--- src/rtl/axis_boxcar_decimator_if.sv ---
// AXI-Stream sample channel shared by the boxcar decimator's input and output sides.
// The master drives tdata/tvalid and the slave drives tready.
interface axis_boxcar_decimator_if #(
  parameter int unsigned DATA_W = 14
);
  logic [DATA_W-1:0] tdata;
  logic              tvalid;
  logic              tready;

  modport master (output tdata, output tvalid, input tready);
  modport slave  (input tdata, input tvalid, output tready);
endinterface

--- src/rtl/axis_boxcar_decimator.sv ---
// Boxcar decimator: sums R accepted signed samples, then emits one result per block as
// sat(sum >>> S). The output side has a single holding register with full backpressure.
module axis_boxcar_decimator #(
  parameter int unsigned AXIS_TDATA_WIDTH = 14,
  parameter int unsigned CNTR_WIDTH       = 16,
  parameter int unsigned SHIFT_WIDTH      = 5
) (
  input  logic                              aclk,
  input  logic                              aresetn,
  input  logic [CNTR_WIDTH+SHIFT_WIDTH-1:0] cfg_data,
  axis_boxcar_decimator_if.slave            s_axis,
  axis_boxcar_decimator_if.master           m_axis,
  output logic                              sts_saturated
);

  localparam int unsigned W     = AXIS_TDATA_WIDTH;
  localparam int unsigned ACC_W = AXIS_TDATA_WIDTH + CNTR_WIDTH;

  localparam logic signed [ACC_W-1:0] OUT_MAX = {{(ACC_W-W+1){1'b0}}, {(W-1){1'b1}}};
  localparam logic signed [ACC_W-1:0] OUT_MIN = {{(ACC_W-W+1){1'b1}}, {(W-1){1'b0}}};

  logic signed [ACC_W-1:0]      acc_q, acc_d;
  logic [CNTR_WIDTH-1:0]        cnt_q, cnt_d;
  logic [CNTR_WIDTH-1:0]        r_q, r_d;
  logic [SHIFT_WIDTH-1:0]       s_q, s_d;
  logic [W-1:0]                 tdata_q, tdata_d;
  logic                         tvalid_q, tvalid_d;
  logic                         sat_q, sat_d;

  logic                         s_ready;
  logic                         accept;
  logic                         first;
  logic                         last;
  logic [CNTR_WIDTH-1:0]        r_cfg, r_eff;
  logic [SHIFT_WIDTH-1:0]       s_raw, s_cfg, s_eff;
  logic signed [ACC_W-1:0]      sample_ext;
  logic signed [ACC_W-1:0]      sum;
  logic signed [ACC_W-1:0]      shifted;
  logic                         clip_hi, clip_lo;
  logic [W-1:0]                 result;

  always_comb begin
    s_ready = ~tvalid_q | m_axis.tready;
    accept  = s_axis.tvalid & s_ready;
    first   = (cnt_q == '0);

    r_cfg = cfg_data[CNTR_WIDTH-1:0];
    if (r_cfg == '0) begin
      r_cfg = CNTR_WIDTH'(1);
    end
    s_raw = cfg_data[CNTR_WIDTH+SHIFT_WIDTH-1:CNTR_WIDTH];
    s_cfg = s_raw;
    if (32'(s_raw) > ACC_W - 1) begin
      s_cfg = SHIFT_WIDTH'(ACC_W - 1);
    end

    // The first sample of a block uses the live config; later samples use the latched copy.
    r_eff = first ? r_cfg : r_q;
    s_eff = first ? s_cfg : s_q;
    last  = (({1'b0, cnt_q} + (CNTR_WIDTH+1)'(1)) == {1'b0, r_eff});

    sample_ext = {{(ACC_W-W){s_axis.tdata[W-1]}}, s_axis.tdata};
    sum        = acc_q + sample_ext;
    shifted    = sum >>> s_eff;
    clip_hi    = (shifted > OUT_MAX);
    clip_lo    = (shifted < OUT_MIN);
    if (clip_hi) begin
      result = OUT_MAX[W-1:0];
    end else if (clip_lo) begin
      result = OUT_MIN[W-1:0];
    end else begin
      result = shifted[W-1:0];
    end
  end

  always_comb begin
    acc_d    = acc_q;
    cnt_d    = cnt_q;
    r_d      = r_q;
    s_d      = s_q;
    tdata_d  = tdata_q;
    tvalid_d = tvalid_q & ~m_axis.tready;
    sat_d    = sat_q;
    if (accept) begin
      if (first) begin
        r_d = r_cfg;
        s_d = s_cfg;
      end
      // A block result loading on the same edge as a consume keeps tvalid high.
      if (last) begin
        acc_d    = '0;
        cnt_d    = '0;
        tdata_d  = result;
        tvalid_d = 1'b1;
        sat_d    = sat_q | clip_hi | clip_lo;
      end else begin
        acc_d = sum;
        cnt_d = cnt_q + CNTR_WIDTH'(1);
      end
    end
  end

  always_ff @(posedge aclk or negedge aresetn) begin
    if (!aresetn) begin
      acc_q    <= '0;
      cnt_q    <= '0;
      r_q      <= '0;
      s_q      <= '0;
      tdata_q  <= '0;
      tvalid_q <= 1'b0;
      sat_q    <= 1'b0;
    end else begin
      acc_q    <= acc_d;
      cnt_q    <= cnt_d;
      r_q      <= r_d;
      s_q      <= s_d;
      tdata_q  <= tdata_d;
      tvalid_q <= tvalid_d;
      sat_q    <= sat_d;
    end
  end

  assign s_axis.tready = s_ready;
  assign m_axis.tdata  = tdata_q;
  assign m_axis.tvalid = tvalid_q;
  assign sts_saturated = sat_q;

endmodule

--- src/flat_wrapper.sv ---
// flat-port wrapper written by rule: the top's interface ports become plain ports
module axis_boxcar_decimator_flat 
#(
  parameter int unsigned AXIS_TDATA_WIDTH = 14,
  parameter int unsigned CNTR_WIDTH       = 16,
  parameter int unsigned SHIFT_WIDTH      = 5
)
  (aclk, aresetn, cfg_data, sts_saturated, s_axis_tdata, s_axis_tvalid, s_axis_tready, m_axis_tdata, m_axis_tvalid, m_axis_tready);
  axis_boxcar_decimator_if #(.DATA_W((14))) s_axis_i ();
  axis_boxcar_decimator_if #(.DATA_W((14))) m_axis_i ();
  input  logic aclk;
  input  logic aresetn;
  input  logic [CNTR_WIDTH+SHIFT_WIDTH-1:0] cfg_data;
  output logic sts_saturated;
  input wire logic [$bits(s_axis_i.tdata)-1:0] s_axis_tdata;
  input wire logic [$bits(s_axis_i.tvalid)-1:0] s_axis_tvalid;
  output wire logic [$bits(s_axis_i.tready)-1:0] s_axis_tready;
  output wire logic [$bits(m_axis_i.tdata)-1:0] m_axis_tdata;
  output wire logic [$bits(m_axis_i.tvalid)-1:0] m_axis_tvalid;
  input wire logic [$bits(m_axis_i.tready)-1:0] m_axis_tready;
  assign s_axis_i.tdata = s_axis_tdata;
  assign s_axis_i.tvalid = s_axis_tvalid;
  assign s_axis_tready = s_axis_i.tready;
  assign m_axis_tdata = m_axis_i.tdata;
  assign m_axis_tvalid = m_axis_i.tvalid;
  assign m_axis_i.tready = m_axis_tready;
  axis_boxcar_decimator #(.AXIS_TDATA_WIDTH(AXIS_TDATA_WIDTH), .CNTR_WIDTH(CNTR_WIDTH), .SHIFT_WIDTH(SHIFT_WIDTH)) u_core (.aclk(aclk), .aresetn(aresetn), .cfg_data(cfg_data), .s_axis(s_axis_i), .m_axis(m_axis_i), .sts_saturated(sts_saturated));
endmodule
--- config.mk ---
export PLATFORM = sky130hd
export DESIGN_NAME = axis_boxcar_decimator_flat
export DESIGN_NICKNAME = d
export VERILOG_FILES = /design/src/rtl/axis_boxcar_decimator_if.sv /design/src/rtl/axis_boxcar_decimator.sv /design/src/flat_wrapper.sv
export SDC_FILE = /design/constraint.sdc
export NUM_CORES = 1
export LEC_CHECK = 0
export BUFFER_PORTS_ARGS = -buffer_cell sky130_fd_sc_hd__clkbuf_2
export CORE_MARGIN = 4
export CORE_UTILIZATION = 57
export CTS_CLUSTER_SIZE = 8
export DETAILED_ROUTE_END_ITERATION = 10
export GPL_TIMING_DRIVEN = 0
export PLACE_DENSITY = 0.79
export SLEW_MARGIN = 15
export SYNTH_ARGS = -nofsm -noshare
export SYNTH_HDL_FRONTEND = slang
export SYNTH_SLANG_ARGS = --single-unit
--- constraint.sdc ---
create_clock -name aclk -period 3.5 [get_ports aclk]
set_input_delay 0.875 -clock aclk [delete_from_list [all_inputs] [get_ports aclk]]
set_output_delay 0.875 -clock aclk [all_outputs]
set_load 0.02 [all_outputs]
==> summary.md, run 1 <==
| Metric | Value |
|---|---|
| Slew @ Worst Pin | 0.982 ns |
| Worst-path fanout max | 5 |
| RSZ-0062 raised after global routing | true |
| CTS root buffer | clkbuf_16 |
| Pleak | 4.45 nW |
| H-tree depth | 3 |
| Largest net degree at the start of global routing | 57 |
| Clock latency on the worst-skew pair | 0.36 ns |
| Post-synth top cells | 169 x nand2_1, 83 x dfrtp_1, 79 x nor2_1 |
| Largest family of logic cells by synthesized area | compound AO/OA/AOI/OAI gates |
| Peak VDD IR | 0.000439 V |
| Startpoint types | primary input |
| Largest cells by area after synthesis | dfrtp_1 26%, nand2_1 7.8%, ha_1 4.8% |
| IO Port Bufs | 55 |
| Synth cell types | 81 |
| Synthesized-area fraction occupied by adder cells | 5.03% |
| Layout Area Growth over Synthesis | 30.1% |
| Slew Limit Headroom | 32.7% |
| RR Startpoint | u_core.acc_q[0] |
| 1st-iter DRT viols | 1325 |
| Worst-path clk slew | 0.07 ns |
| Final Skew | 0.0144 ns |
| Endpoints failing hold | 0 |
| CP Data Arrival Time | 4.84 ns |
| Minimum clock period | 4.62 ns |
| Critical Path Start | s_axis_tdata[0] |
| CTS tree | built |
| First-pass GRT wire length | 46300 um |
| Via density | 6.93 |
| # DRC | 0 |
| CP Class | in -> reg |
| Initial antenna violation count | 0 |
| I/O pin cnt | 56 |
| HP Class | in -> async |
| Total of max-cap violations | 0 |
| Setup_tns | -15.15 ns |
| Cts hold-fix bufs | 0 |
| Number of synthesized flops with an enable pin | 0 |
| FFs w/ async S/R, synth | 100% |
| Outcome | complete, but fails checks |
| Initial core utilization | 58.2% |
| Mean Syn Cell Area | 7.68 um^2 |
| Total CTS buffers | 9 |
| Synthesized cell area | 8120 um^2 |
| Simple-gate share of the synthesized area | 21.7% |
| Synth Area in Compound Gates | 32.7% |
| Pre-CTS setup slack | -1.99 ns |
| CP required | 3.72 ns |
| Final core occ | 75.8% |
| Gr usage total | 35.7% |
| Mapped Cells | 1056 |
| Fillers | 1057 |
| Sequential fraction of the synthesis area | 25.6% |
| CTS Buffer Depth | 2 |
| Most frequent cell after synthesis | nand2_1 |
| Top FF cell, synth | dfrtp_1 |
| DR vias | 9509 |
| Routability cong. | 1.01 |
| Period Utilization, post-route | 132% |
| Share of cells above drive strength 1 | 30.2% |
| Endpoints failing setup | 14 |
| Nets | 1258 |
| Flops & latches, synth | 83 |
| Drt wl/cell | 22.2 um |
| Placed cells | 1292 |
| Yosys Warn Count | 0 |
| Syn Nets | 1127 |
| Slew Viols, Final | 0 |
| Final worst slack | -1.12 ns |
| Critical path endpoint category | flip-flop |
| Die height | 127 um |
| Total wire length | 30500 um |
| Max frequency | 0.217 GHz |
| Post-synthesis mux area share | 5.35% |
| Leading area contributor after synthesis | dfrtp_1 |
| Die area | 16200 um^2 |
| Power Density | 925 nW/um^2 |
| Post-Synth XOR/XNOR Area | 4.96% |
| # diodes | 0 |
| Drt pass-1 iters | 6 |
| Fin area | 10600 um^2 |
| Die Width | 127 um |
| Top-area cell type share of the netlist area | 25.6% |
| Site Rows | 43 |
| Total grt overflow | 0 |
| Placement Cell Area | 8710 um^2 |
| Vias in the first global route | 8756 |
| Core Area | 13900 um^2 |
| Violated checks | setup timing |
| Non-Filler Instances | 1372 |
| Detailed placement HPWL | 21000 um |
| Post-route ant nets | 0 |
| Num Clock Sinks | 83 |
## through the flow
step	power [mW]	hold slack [ns]
floorplan	5.29	0.446
global placement	6.77	0.464
detailed placement	6.78	0.471
CTS	8.85	0.487
global route	10.2	0.508
finish	9.76	0.481
## kinds of logic (layout without fill, tap and decap cells)
group	after synthesis	count (layout)
AO/OA/AOI/OAI	386	386
XOR/XNOR	46	46
AND/OR/NAND/NOR	386	386
multiplexers	39	39
buffers and inverters	84	220
adder cells (fa/ha/maj)	32	32
flip-flops	83	83
## final timing paths
check | to | slack [ns] | cells after the start
min in group aclk | u_core.acc_q[10] | 0.49 | 2
hold / removal | u_core.acc_q[12] | 0.48 | 1
hold reg to reg | u_core.acc_q[10] | 0.49 | 2
setup / recovery | u_core.sts_saturated | -1.12 | 19
max in group asynchronous | u_core.m_axis.tdata[4] | 2.33 | 2
setup reg to reg | u_core.sts_saturated | -0.93 | 18
## area by class of cell
| class | count | area (um^2) | share of cell area (%) |
|---|---|---|---|
| plain buffers | 63 | 385 | 3.65 |
| clock buffers | 13 | 250 | 2.37 |
| clock inverters | 3 | 46.3 | 0.438 |
| inverters | 17 | 63.8 | 0.604 |
| multi-input cells | 889 | 6630 | 62.7 |
| flip-flops and latches | 83 | 2080 | 19.7 |
| well taps | 180 | 225 | 2.13 |
| repair buffers | 124 | 886 | 8.39 |
## power by group
part           switching (mW)  total (mW)  internal, mW
combinational            4.52        7.40          2.89
sequential              0.185        1.35          1.17
clock                   0.434        1.01         0.578
total                    5.13        9.76          4.63
## flip-flops by register name, indices dropped and copies added, names as in the netlist
name and flops:
u_core.s_q 5, u_core.cnt_q 16, u_core.acc_q 30, u_core.sts_saturated 1, u_core.m_axis.tvalid 1, u_core.m_axis.tdata 14
u_core.r_q 16
## worst max-delay path, cell delays in order
cell       delay, ns
buf_8           0.07
ha_4            0.13
inv_2           0.04
fa_2            0.38
nor2b_4         0.17
o2111ai_4       0.21
a211oi_4        0.37
o31ai_4         0.10
a2111oi_4       0.53
buf_4           0.24
a32oi_1         0.08
o211ai_1        0.24
buf_4           0.22
a21oi_1         0.10
o32ai_1         0.22
o211ai_1        0.17
nor2_2          0.22
nor4_1          0.09
or3_1           0.37
## timing repair
item	4_1_cts	5_1_grt
setup endpoints to repair	58	53
buffers inserted	41	26
pin swaps	53	52
gates cloned	2	1
gates resized for setup	139	92
## metal layers
layer | part of all wire [%] | wire length [um] | global-route usage (%) | vias to the layer above
li1 | - | - | - | 4236
met1 | 39 | 12000 | 47.0 | 4502
met2 | 46 | 14100 | 57.7 | 633
met3 | 9.6 | 2950 | 7.40 | 138
met4 | 4.8 | 1460 | 13.9 | 0
met5 | 0 | 0 | 0 | -
## cell usage in the layout, fill, tap and decap left out, types with 21 or more instances in the layout
cell      count
a21oi_1      52
buf_4        68
clkbuf_1     30
clkbuf_2     54
dfrtp_1      82
ha_1         22
mux2i_1      21
nand2_1     162
nand3_1      24
nor2_1       69
o21ai_0      65
o31ai_1      27
xnor2_1      29
Note: power is estimated with default switching activity, not from simulation.
==> run 2: changes to the inputs <==
--- a/config.mk
+++ b/config.mk
@@ -12,6 +12,7 @@
 export DETAILED_ROUTE_END_ITERATION = 10
 export GPL_TIMING_DRIVEN = 0
 export PLACE_DENSITY = 0.79
+export SETUP_SLACK_MARGIN = 0.3
 export SLEW_MARGIN = 15
 export SYNTH_ARGS = -nofsm -noshare
 export SYNTH_HDL_FRONTEND = slang
==> run 2 against run 1 <==
  * The flow still finishes with violations (setup timing)
  * Worst hold slack hardly changed
  * Count of clock-buffer cells in the layout is 3 lower
  * Critical path type unchanged
  * Die area stayed put
  * Sequential power hardly changed
  * Total power is 3.4% higher
  * Clock skew is 0.0040 ns lower
  * Setup slack worse by 0.055 ns
  * Clock power is 4% higher
  * Combinational power is 3.6% higher
  * Highest routed layer unchanged
==> summary.md, run 2 (synthesis results as in run 1) <==
| Metric | Value |
|---|---|
| Vias in the first global route | 8934 |
| IO Port Bufs | 55 |
| Num Clock Sinks | 83 |
| Period Utilization, post-route | 133% |
| Via density | 7.31 |
| Power Density | 890 nW/um^2 |
| Total grt overflow | 0 |
| Largest registers | u_core.acc_q (30), u_core.cnt_q (16), u_core.r_q (16) |
| HP Class | reg -> reg |
| Minimum clock period | 4.67 ns |
| Outcome | complete, but fails checks |
| Worst-path clk slew | 0.07 ns |
| Commonest non-fill, non-tap cell in the layout | nand2_1 |
| Core Area | 13900 um^2 |
| Hold depth | 1 |
| Layout Area Growth over Synthesis | 39.7% |
| Hold Path Origin | u_core.sts_saturated |
| Peak VDD IR | 0.000506 V |
| CP required | 3.74 ns |
| Slew @ Worst Pin | 1.28 ns |
| Final worst slack | -1.17 ns |
| Die area | 16200 um^2 |
| DR vias | 10.2k |
| Placed cells | 1291 |
| Final Skew | 0.0104 ns |
| RR Startpoint | u_core.cnt_q[8] |
| RSZ-0062 raised after global routing | true |
| CTS Buffer Depth | 2 |
| Total of max-cap violations | 0 |
| Site Rows | 43 |
| Largest net degree at the start of global routing | 84 |
| Fillers | 845 |
| Initial antenna violation count | 0 |
| Endpoints failing setup | 19 |
| Violated checks | setup timing |
| Total CTS buffers | 9 |
| Largest Register | u_core.acc_q |
| Clock latency on the worst-skew pair | 0.37 ns |
| Hold Crit Endpoint | u_core.sts_saturated |
| 1st-iter DRT viols | 1676 |
| Initial core utilization | 58.2% |
| # DRC | 0 |
| CP Class | in -> reg |
| Setup_tns | -15.10 ns |
| Routability cong. | 0.990 |
| Max frequency | 0.214 GHz |
| Most frequent cells in the layout | 158 x nand2_1, 82 x dfrtp_1, 68 x nor2_1, 68 x buf_4, 57 x clkbuf_2 |
| Gr usage total | 36.6% |
| CTS tree | built |
| Drt wl/cell | 25.3 um |
| # diodes | 0 |
| Drt pass-1 iters | 7 |
| Worst R2R Setup Slack | -1.02 ns |
| CTS root buffer | clkbuf_16 |
| Max reg flops | 30 |
| Total wire length | 35200 um |
| Share of cells above drive strength 1 | 36.4% |
| CP Data Arrival Time | 4.91 ns |
| Slew Viols, Final | 0 |
| Slew Limit Headroom | 12.3% |
| Reg2reg path depth | 14 |
| I/O pin cnt | 56 |
| Cts hold-fix bufs | 0 |
| First-pass GRT wire length | 47000 um |
| Critical path endpoint category | flip-flop |
| Startpoint types | primary input |
| Final hold slack | 0.481 ns |
| Endpoints failing hold | 0 |
| Detailed placement HPWL | 21100 um |
| Worst-path fanout max | 5 |
| Pleak | 4.70 nW |
| Nets | 1278 |
| Post-route ant nets | 0 |
| Die Width | 127 um |
| Die height | 127 um |
| H-tree depth | 3 |
| Non-Filler Instances | 1392 |
| FF-to-FF End | u_core.sts_saturated |
run 2: changes by cell type in the layout (fill, tap and decap cells not counted), moves of 7 or more:
cell,change
o21ai_0,-29
o31ai_1,-20
o31ai_4,+17
o21ai_1,+16
buf_6,+12
o21ai_2,+12
xnor2_1,-7
xnor2_2,+7
run 2: how the worst max path moves through the flow:
| stage | slack [ns] | end | cells past startpoint | from |
|---|---|---|---|---|
| floorplan | -0.70 | u_core.sts_saturated | 16 | s_axis_tdata[0] |
| global placement | -2.08 | u_core.m_axis.tdata[6] | 16 | s_axis_tdata[13] |
| detailed placement | -1.99 | u_core.m_axis.tdata[2] | 15 | s_axis_tdata[13] |
| CTS | -0.92 | u_core.sts_saturated | 18 | s_axis_tdata[0] |
| global route | -1.28 | u_core.sts_saturated | 16 | s_axis_tdata[13] |
| finish | -1.17 | u_core.sts_saturated | 15 | s_axis_tdata[4] |
run 2: metrics by stage:
stage                     util (%)  area [um^2]  worst slack, ns  total power, mW
after global routing          81.4        11300            -1.28             10.5
after CTS                     73.0        10200           -0.922             8.74
final                         81.4        11300            -1.17             10.1
after detailed placement      62.4         8700            -1.99             6.73
after floorplan                  -         8190           -0.702             5.29
after global placement        62.4         8690            -2.08             6.68
run 2: worst max-delay path: stages:
cell       delay [ns]
clkbuf_2         0.09
ha_2             0.34
a21o_1           0.26
a31o_2           0.29
o2111ai_2        0.27
nand2_2          0.14
or4_4            0.58
a31oi_1          0.23
o221ai_1         0.18
a21bo_2          0.35
a32oi_4          0.14
o31ai_4          0.38
a311oi_2         0.22
buf_4            0.20
or3_1            0.36
run 2: timing repair:
action | 4_1_cts | 5_1_grt
gates cloned | 3 | 2
pin swaps | 38 | 68
endpoints found under the setup margin | 66 | 61
setup buffers | 44 | 36
gates resized for setup | 183 | 196
run 2: report_power, final:
group	leakage (nW)	internal (mW)	switching (mW)
clock network	0.140	0.562	0.486
logic	3.48	2.97	4.70
registers	1.07	1.17	0.217
total	4.70	4.69	5.40
run 2: layer usage:
| layer | global-route usage [%] | wire length (um) |
|---|---|---|
| met1 | 46.4 | 12800 |
| met4 | 17.9 | 2490 |
| met3 | 7.27 | 3710 |
| met5 | 0 | 0 |
| met2 | 59.7 | 16300 |
run 2: final cells by class:
cell class | count | area (um^2) | share of cell area, %
clock buffer | 10 | 229 | 2.02
sequential | 83 | 2080 | 18.3
timing repair buffer | 140 | 1060 | 9.34
multi-input combinational | 889 | 7110 | 62.7
tap | 180 | 225 | 1.99
buffer | 67 | 498 | 4.39
inverter | 17 | 66.3 | 0.585
clock inverter | 6 | 71.3 | 0.629
==> run 3: changes to the inputs <==
--- a/config.mk
+++ b/config.mk
@@ -11,7 +11,7 @@
 export CTS_CLUSTER_SIZE = 8
 export DETAILED_ROUTE_END_ITERATION = 10
 export GPL_TIMING_DRIVEN = 0
-export PLACE_DENSITY = 0.79
+export PLACE_DENSITY_LB_ADDON = 0.05
 export SETUP_SLACK_MARGIN = 0.3
 export SLEW_MARGIN = 15
 export SYNTH_ARGS = -nofsm -noshare
==> run 3 against run 2 <==
  * The run still ends with setup timing left
  * Register-to-register slack improved by 0.14 ns
  * Setup slack improved by 0.13 ns
  * Sequential power about the same
  * Global-route usage about the same
  * Combinational power decreased by 6.3%
  * Die area unchanged
  * Final cell count unchanged
  * First-iteration DRC count decreased by 24%
  * Sequential share of layout area increased by 0.75 points
  * Core utilization decreased by 3.0 points
==> summary.md, run 3 (synthesis results as in run 1) <==
| Metric | Value |
|---|---|
| Pleak | 4.60 nW |
| Slew @ Worst Pin | 1.13 ns |
| Drt pass-1 iters | 7 |
| First-pass GRT wire length | 47300 um |
| CTS root buffer | clkbuf_16 |
| Num Clock Sinks | 83 |
| Share of cells above drive strength 1 | 31.5% |
| Die Width | 127 um |
| Final Skew | 0.0121 ns |
| Layout Area Growth over Synthesis | 34.5% |
| Largest Register | u_core.acc_q |
| Most frequent cells in the layout | 162 x nand2_1, 79 x dfrtp_1, 71 x nor2_1 |
| Proportion of power drawn by combinational gates | 73.9% |
| Detailed placement HPWL | 20900 um |
| HP Class | in -> async |
| DR vias | 9663 |
| Largest registers | u_core.acc_q (30), u_core.cnt_q (16), u_core.r_q (16) |
| Total CTS buffers | 9 |
| Commonest non-fill, non-tap cell in the layout | nand2_1 |
| Critical path endpoint category | flip-flop |
| RSZ-0062 raised after global routing | true |
| Max frequency | 0.220 GHz |
| Non-Filler Instances | 1392 |
| Violated checks | setup timing |
| Final core occ | 78.3% |
| Max reg flops | 30 |
| Post-route ant nets | 0 |
| Net Sw Frac | 52.0% |
| Total grt overflow | 0 |
| Routability cong. | 1.02 |
| Clock Power Share | 12.0% |
| NetSw | 5.06 mW |
| Final hold slack | 0.483 ns |
| Slew Viols, Final | 0 |
| Power Density | 891 nW/um^2 |
| Clock latency on the worst-skew pair | 0.37 ns |
| Pre-CTS setup slack | -2.02 ns |
| CP Data Arrival Time | 4.82 ns |
| Die area | 16200 um^2 |
| CP required | 3.78 ns |
| Outcome | complete, but fails checks |
| Cts hold-fix bufs | 0 |
| CTS Buffer Depth | 2 |
| CTS tree | built |
| # DRC | 0 |
| Worst-path fanout max | 5 |
| # diodes | 0 |
| Sequential share of power | 14.1% |
| Via density | 6.94 |
| Initial core utilization | 58.2% |
| Setup_tns | -18.09 ns |
| CP Class | in -> reg |
| Gr usage total | 36.5% |
| P_int | 4.67 mW |
| Total of max-cap violations | 0 |
| Initial antenna violation count | 0 |
| Placed cells | 1292 |
| Total wire length | 31800 um |
| Worst-path clk slew | 0.07 ns |
| Minimum clock period | 4.54 ns |
| Endpoints failing setup | 50 |
| Site Rows | 43 |
| Startpoint types | primary input |
| Slew Limit Headroom | 22.3% |
| Period Utilization, post-route | 130% |
| Peak VDD IR | 0.000416 V |
| Largest net degree at the start of global routing | 55 |
| Fillers | 1002 |
| Drt wl/cell | 22.8 um |
| Core Area | 13900 um^2 |
| Final worst slack | -1.04 ns |
| 1st-iter DRT viols | 1273 |
| Endpoints failing hold | 0 |
| H-tree depth | 3 |
| I/O pin cnt | 56 |
| IO Port Bufs | 55 |
| Die height | 127 um |
| Vias in the first global route | 8936 |
| Nets | 1278 |
[run 3: cell count changes in the layout (fill, tap and decap cells not counted), moves of 9 or more]
cell / before / now
o21ai_0: 36 / 50
o21ai_2: 31 / 10
o31ai_1: 7 / 16
o31ai_4: 19 / 3
[run 3: timing repair]
item	4_1_cts	5_1_grt
pin swaps	64	23
cloned	2	2
setup buffers	56	24
resized for setup	200	68
endpoints found under the setup margin	64	63
[run 3: path summary, 6_finish.rpt]
check                                     start  slack, ns  cells past startpoint                     end
max in group asynchronous               aresetn       2.34                      2         u_core.cnt_q[9]
worst max register to register  u_core.acc_q[0]      -0.88                     18  u_core.m_axis.tdata[5]
min in group aclk               u_core.acc_q[2]       0.49                      2         u_core.acc_q[2]
worst min register to register  u_core.acc_q[2]       0.49                      2         u_core.acc_q[2]
worst max-delay path            s_axis_tdata[0]      -1.04                     19  u_core.m_axis.tdata[5]
worst min-delay path                    aresetn       0.48                      1         u_core.acc_q[9]
[run 3: final cells by class]
type / count / area (um^2) / area share, %
clock inverter: 6 / 111 / 1.02
buffer: 67 / 488 / 4.47
tap: 180 / 225 / 2.06
clock buffer: 10 / 239 / 2.19
sequential: 83 / 2080 / 19.1
multi-input combinational: 889 / 6640 / 60.8
timing repair buffer: 140 / 1070 / 9.80
inverter: 17 / 63.8 / 0.585
[run 3: power groups by stage]
| stage | sequential (mW) | clock, mW | combinational (mW) |
|---|---|---|---|
| floorplan | 1.29 | 0 | 4.00 |
| global placement | 1.35 | 0 | 5.41 |
| detailed placement | 1.35 | 0 | 5.44 |
| CTS | 1.34 | 1.16 | 6.55 |
| global route | 1.38 | 1.21 | 7.65 |
| finish | 1.37 | 1.17 | 7.19 |
[run 3: metrics by stage]
stage	instance area, um^2	power [mW]
2_1_floorplan	8190	5.29
3_3_place_gp	8690	6.76
3_5_place_dp	8720	6.79
4_1_cts	10400	9.05
5_1_grt	10900	10.2
6_report	10900	9.73
[run 3: routing by layer]
layer	up-vias	routed length, um	share of wire [%]	GRT usage [%]
met5	-	0	0	0
met4	0	1560	4.9	15.9
met3	145	2870	9.0	5.56
met2	660	14900	47	58.7
met1	4579	12400	39	49.0
li1	4279	-	-	-
[run 3: worst max-delay path, stage by stage]
cell and delay (ns):
buf_8 0.07, ha_4 0.12, inv_2 0.03, fa_2 0.37, nor2b_4 0.18, o2111ai_4 0.21
a211o_1 0.37, a211oi_4 0.35, o211ai_1 0.26, buf_4 0.22, a221oi_2 0.20, o211ai_1 0.18
buf_4 0.19, a32oi_1 0.28, o31ai_4 0.14, a311oi_4 0.43, buf_4 0.21, a21oi_1 0.04
o21ai_1 0.08
